**src/rtl/mbf_cfg_loader.sv**
```systemverilog
`default_nettype none
// ============================================================================
// Module   : mbf_cfg_loader
// Purpose  : Streams a host-written config buffer into the MBF config port.
// Revision : 1.0 - initial release
// ============================================================================
module mbf_cfg_loader #(
    parameter int CFG_DATA_WIDTH = 24,
    parameter int CFG_MAX_WORDS  = 35,
    parameter int ADDR_WIDTH     = 6,
    parameter int ACK_TIMEOUT    = 1023,
    parameter int TO_WIDTH       = 16
) (
    input  logic                      CLK,
    input  logic                      nRST,
    input  logic                      Host_Wr_En,
    input  logic [ADDR_WIDTH-1:0]     Host_Wr_Addr,
    input  logic [CFG_DATA_WIDTH-1:0] Host_Wr_Data,
    input  logic                      Host_Start,
    input  logic [ADDR_WIDTH-1:0]     Host_Len,
    output logic                      Busy,
    output logic                      Load_Done,
    output logic                      Load_Err,
    output logic                      isConfig,
    output logic [CFG_DATA_WIDTH-1:0] Data_Config_Out,
    input  logic                      isConfigACK,
    input  logic                      isConfigDone
);

    localparam logic [1:0] ST_IDLE      = 2'd0;
    localparam logic [1:0] ST_SEND      = 2'd1;
    localparam logic [1:0] ST_WAIT_DONE = 2'd2;

    localparam logic [ADDR_WIDTH-1:0] MAX_LEN = ADDR_WIDTH'(CFG_MAX_WORDS);
    localparam logic [TO_WIDTH-1:0]   TO_LAST = TO_WIDTH'(ACK_TIMEOUT - 1);

    logic [CFG_DATA_WIDTH-1:0] r_mem [0:CFG_MAX_WORDS-1];

    logic [1:0]            r_state;
    logic [ADDR_WIDTH-1:0] r_ptr;
    logic [ADDR_WIDTH-1:0] r_last;
    logic [TO_WIDTH-1:0]   r_to_cnt;

    logic                  w_wr_ok;
    logic                  w_len_ok;
    logic                  w_ptr_last;
    logic                  w_to_hit;
    logic [ADDR_WIDTH-1:0] w_ptr_next;
    logic                  w_exit_ok;
    logic                  w_exit_err;

    assign w_wr_ok    = Host_Wr_En && (r_state == ST_IDLE) && (Host_Wr_Addr < MAX_LEN);
    assign w_len_ok   = (Host_Len != '0) && (Host_Len <= MAX_LEN);
    assign w_ptr_last = (r_ptr == r_last);
    assign w_to_hit   = (r_to_cnt == TO_LAST);
    assign w_ptr_next = r_ptr + ADDR_WIDTH'(1);

    // Buffer contents survive reset so the host need not rewrite after a recovery.
    always_ff @(posedge CLK) begin
        if (w_wr_ok) begin
            r_mem[Host_Wr_Addr] <= Host_Wr_Data;
        end
    end

    // Exit decisions; an ACK in the same cycle always beats the timeout.
    always_comb begin
        w_exit_ok  = 1'b0;
        w_exit_err = 1'b0;
        case (r_state)
            ST_SEND: begin
                if (isConfigDone) begin
                    if (isConfigACK && w_ptr_last) begin
                        w_exit_ok = 1'b1;
                    end else begin
                        w_exit_err = 1'b1;
                    end
                end else if (!isConfigACK && w_to_hit) begin
                    w_exit_err = 1'b1;
                end
            end
            ST_WAIT_DONE: begin
                if (isConfigDone) begin
                    w_exit_ok = 1'b1;
                end else if (w_to_hit) begin
                    w_exit_err = 1'b1;
                end
            end
            default: begin
                w_exit_ok  = 1'b0;
                w_exit_err = 1'b0;
            end
        endcase
    end

    always_ff @(posedge CLK or negedge nRST) begin
        if (!nRST) begin
            r_state         <= ST_IDLE;
            r_ptr           <= '0;
            r_last          <= '0;
            r_to_cnt        <= '0;
            Busy            <= 1'b0;
            Load_Done       <= 1'b0;
            Load_Err        <= 1'b0;
            isConfig        <= 1'b0;
            Data_Config_Out <= '0;
        end else begin
            Load_Done <= 1'b0;
            Load_Err  <= 1'b0;
            if (w_exit_ok || w_exit_err) begin
                r_state         <= ST_IDLE;
                r_ptr           <= '0;
                r_to_cnt        <= '0;
                Busy            <= 1'b0;
                isConfig        <= 1'b0;
                Data_Config_Out <= '0;
                Load_Done       <= w_exit_ok;
                Load_Err        <= w_exit_err;
            end else begin
                case (r_state)
                    ST_IDLE: begin
                        if (Host_Start) begin
                            if (w_len_ok) begin
                                r_state         <= ST_SEND;
                                r_ptr           <= '0;
                                r_last          <= Host_Len - ADDR_WIDTH'(1);
                                r_to_cnt        <= '0;
                                Busy            <= 1'b1;
                                isConfig        <= 1'b1;
                                Data_Config_Out <= r_mem[0];
                            end else begin
                                Load_Err <= 1'b1;
                            end
                        end
                    end
                    ST_SEND: begin
                        if (isConfigACK) begin
                            r_to_cnt <= '0;
                            if (w_ptr_last) begin
                                r_state <= ST_WAIT_DONE;
                            end else begin
                                r_ptr           <= w_ptr_next;
                                Data_Config_Out <= r_mem[w_ptr_next];
                            end
                        end else begin
                            r_to_cnt <= r_to_cnt + TO_WIDTH'(1);
                        end
                    end
                    ST_WAIT_DONE: begin
                        r_to_cnt <= r_to_cnt + TO_WIDTH'(1);
                    end
                    default: begin
                        r_state         <= ST_IDLE;
                        Busy            <= 1'b0;
                        isConfig        <= 1'b0;
                        Data_Config_Out <= '0;
                    end
                endcase
            end
        end
    end

endmodule
`default_nettype wire

```
**config.mk**
```make
export PLATFORM = sky130hd
export DESIGN_NAME = mbf_cfg_loader
export DESIGN_NICKNAME = d
export VERILOG_FILES = /design/src/rtl/mbf_cfg_loader.sv
export SDC_FILE = /design/constraint.sdc
export NUM_CORES = 1
export LEC_CHECK = 0
export BUFFER_PORTS_ARGS = -buffer_cell sky130_fd_sc_hd__clkbuf_2
export CELL_PAD_IN_SITES_DETAIL_PLACEMENT = 0
export CELL_PAD_IN_SITES_GLOBAL_PLACEMENT = 1
export CORE_MARGIN = 4
export CORE_UTILIZATION = 49
export DETAILED_ROUTE_END_ITERATION = 8
export GPL_TIMING_DRIVEN = 0
export MAX_ROUTING_LAYER = met4
export PLACE_DENSITY = 0.87
export SETUP_SLACK_MARGIN = 0.02
export SYNTH_ARGS = -nofsm -noshare
export SYNTH_HDL_FRONTEND = slang
export SYNTH_SLANG_ARGS = --single-unit
export TNS_END_PERCENT = 50
```
**constraint.sdc**
```tcl
create_clock -name CLK -period 2.8 [get_ports CLK]
set_input_delay 0.42 -clock CLK [delete_from_list [all_inputs] [get_ports CLK]]
set_output_delay 0.42 -clock CLK [all_outputs]
set_load 0.005 [all_outputs]
```
==> impl_metrics.ini <==
[critical_path]
cp_max_fo = 16
crit_type = flip-flop to flip-flop
required_ns = 3.14
cp-end-kind = flip-flop
startpoint_type = flip-flop
ff2ff_path_depth = 6
cp_data_arrival_time_ns = 3.24

[timing]
clock.fmax_mhz = 345
drv_slew = 0
setup_ws_ns = -0.0960
period_minus_slack_ns = 2.90
grt_setup_unrepaired = yes
tightest_slew_ns = 0.999
hold_viol_final = 0
relSlewSlack_pct = 33.4
fin_crit_sh_pct = 103
final-setup-viol-count = 32
finalClockSkew_ns = 0.0239

[placement]
routabilityCongestion = 0.932
dp_hpwl_um = 58800
io_buffers = 69
placed_cell_area_mm2 = 0.0374

[synthesis]
synth_area_mm2 = 0.0352
post_synth.cell_area_avg_um2 = 18.9
synth_top_area_share_pct = 71.7
synthFlopType = edfxtp_1
synthTopCellsByArea = edfxtp_1 (72%), mux4_2 (12%), dfrtp_1 (4.1%), nand2_1 (2.1%), mux2i_1 (1.4%)
netlist_instances = 1865
async_flop_share_pct = 6.35
yosysWarnings = 0
yosys.area.top_type = edfxtp_1
synth_most_common_cell = edfxtp_1
ys_seq_area_share_pct = 75.7
syn-num-nets = 1917
synth_edf_count = 840
yosys-top-cells-count = edfxtp_1 (840), nand2_1 (198), mux4_2 (192)
synth_seq_cells = 897
post_synth_num_cell_types = 53

[clock_network]
cts_tree = yes
cts.root.buffer_cell = clkbuf_16
htree_levels = 3
cts.sinks = 897
clk_latency_ns = 0.64
clockBufferDepth = 3
cts_buffers = 87
path_clk_slew_ns = 0.06

[power_and_ir_drop]
pwr-share-seq_pct = 42.6
p_total_mw = 35.5
power_density_mw_per_mm2 = 841
p_leak_nw = 13.8
ir_drop_v = 0.000544
combPwrFrac_pct = 22.7
internal_power_mw = 25.7
p_sw_mw = 9.85
p_clk_share_pct = 34.7
sw_frac_of_total_pct = 27.7

[finish]
n_fill_cell = 4739
layout-drive-gt1-share_pct = 32.2
stdcell_area_mm2 = 0.0422
seqCellArea_mm2 = 0.0267
nets = 2166
multiInputGateArea_mm2 = 0.00905
syn2layout_area_growth_pct = 20.1

[outcome]
violations = negative setup slack
status = finished with violations

[global_route]
grt_max_degree = 58
grt_pass1_vias = 19800
grt_usage_pct = 26.5
grt_antenna_before_repair = 7
grt_pass1_wl_um = 140000
grt-ovfl-total = 0

[route]
wl_per_cell_um = 31.3
first_pass_iters = 7
drtIter0Drc = 3304
via_per_inst = 6.43
drtAntennaViolNets = 0
drc = 0
vias = 20100
wirelength_um = 98000

[min_path]
hp-class = primary input to flip-flop
worstHoldPathCells = 2

[die]
die_h_um = 276
ios = 70
die_w_um = 276
core_area_mm2 = 0.0706
dieArea_mm2 = 0.0762
rows = 97
initial_core_util_pct = 49.8

[job]
max_cap_violations = 0
-- layout by cell type (no fill, tap or decap), types with 9 or more instances in the layout --
cell type    n
nor2_1      48
mux2i_2      9
clkinv_1    10
a2111oi_4   13
buf_4       67
mux2i_1     36
clkbuf_8    15
clkbuf_1    25
bufinv_16   14
nand2_1    194
a21oi_2     18
clkinv_2    15
nor2_4      34
buf_16      12
nand3_1     15
clkbuf_4    17
clkbuf_16   90
a21oi_1     62
buf_2       10
dfrtp_1     55
mux4_2     192
clkbuf_2    87
o21ai_0     42
buf_6        9
o22ai_1     16
buf_8       21
inv_1       10
edfxtp_1   840
a22oi_1     27
buf_12      13
-- state kept, by name, indices dropped and copies added (netlist names) --
signal / cells
r_ptr: 6
Load_Done: 1
Load_Err: 1
r_state: 2
Data_Config_Out: 24
r_to_cnt: 16
r_last: 6
r_mem: 840
isConfig: 1
-- kinds of logic after synthesis --
logic type,share of synthesized area (%)
simple gates,4.35
fa+ha+maj,0.356
mux,13.8
xor+xnor,0.373
flops,75.7
compound gates,4.08
buf+inv,1.32
-- per-stage QoR --
| stage | cells | hold WS [ns] | setup TNS (ns) | setup slack, ns | utilization [%] |
|---|---|---|---|---|---|
| detailed placement | 2905 | 0.502 | -260.62 | -1.91 | 53.0 |
| global route | 3130 | 0.0582 | -3.26 | -0.127 | 59.8 |
| finish | 3130 | 0.0393 | -2.14 | -0.0960 | 59.8 |
| floorplan | 1865 | 0.124 | 0 | 0.0758 | - |
| global placement | 2874 | 0.455 | -925.16 | -1.91 | 52.0 |
| CTS | 3098 | 0.0178 | -3.05 | -0.115 | 59.0 |
-- power groups by stage --
stage	Clock (mW)	Sequential, mW	Combinational [mW]
after detailed placement	0	15.4	6.84
after floorplan	0	15.3	4.55
after global routing	13.0	15.1	8.51
after global placement	0	15.4	6.66
after CTS	12.4	15.1	7.64
final	12.3	15.1	8.07
-- per-layer routing --
layer | vias to the layer above | global-route usage, % | share of wire [%]
met2 | 1451 | 40.8 | 48
met5 | - | - | 0
met1 | 10400 | 34.5 | 35
li1 | 8062 | - | -
met4 | 0 | 10.6 | 4.5
met3 | 236 | 6.37 | 12
-- critical path: stages, from the launching register on --
cell and delay, ns:
dfrtp_1 0.44, inv_1 0.12, ha_1 0.17, clkbuf_2 0.35
nand3_2 0.50, nor2_2 0.71, buf_8 0.27
-- worst paths after layout --
path	start	to	slack [ns]
min	Host_Len[0]	r_last[0]	0.04
max	r_state[0]	r_mem[27][18]	-0.1
max in group asynchronous	nRST	r_to_cnt[0]	1.73
min in group asynchronous	nRST	Data_Config_Out[2]	0.43
min reg2reg	r_last[0]	r_last[0]	0.51
max reg2reg	r_state[0]	r_mem[27][18]	-0.1
-- area by class of cell --
cell class / instances / share of cell area (%)
Antenna cell: 6 / 0.0355
Buffer: 96 / 1.78
Clock buffer: 112 / 5.62
Clock inverter: 47 / 1.45
Inverter: 11 / 0.0978
Multi-Input combinational cell: 861 / 21.4
Sequential cell: 897 / 63.1
Tap cell: 940 / 2.78
Timing Repair Buffer: 160 / 3.70
-- timing repair --
action / in CTS / in global routing
hold buffers: 1 / 0
cloned: 4 / 0
pin swaps: 23 / 16
setup endpoints to repair: 870 / 547
setup buffers: 32 / 27
resized for setup: 242 / 100
hold endpoints to repair: 57 / 0
(Power assumes the default switching activity.)
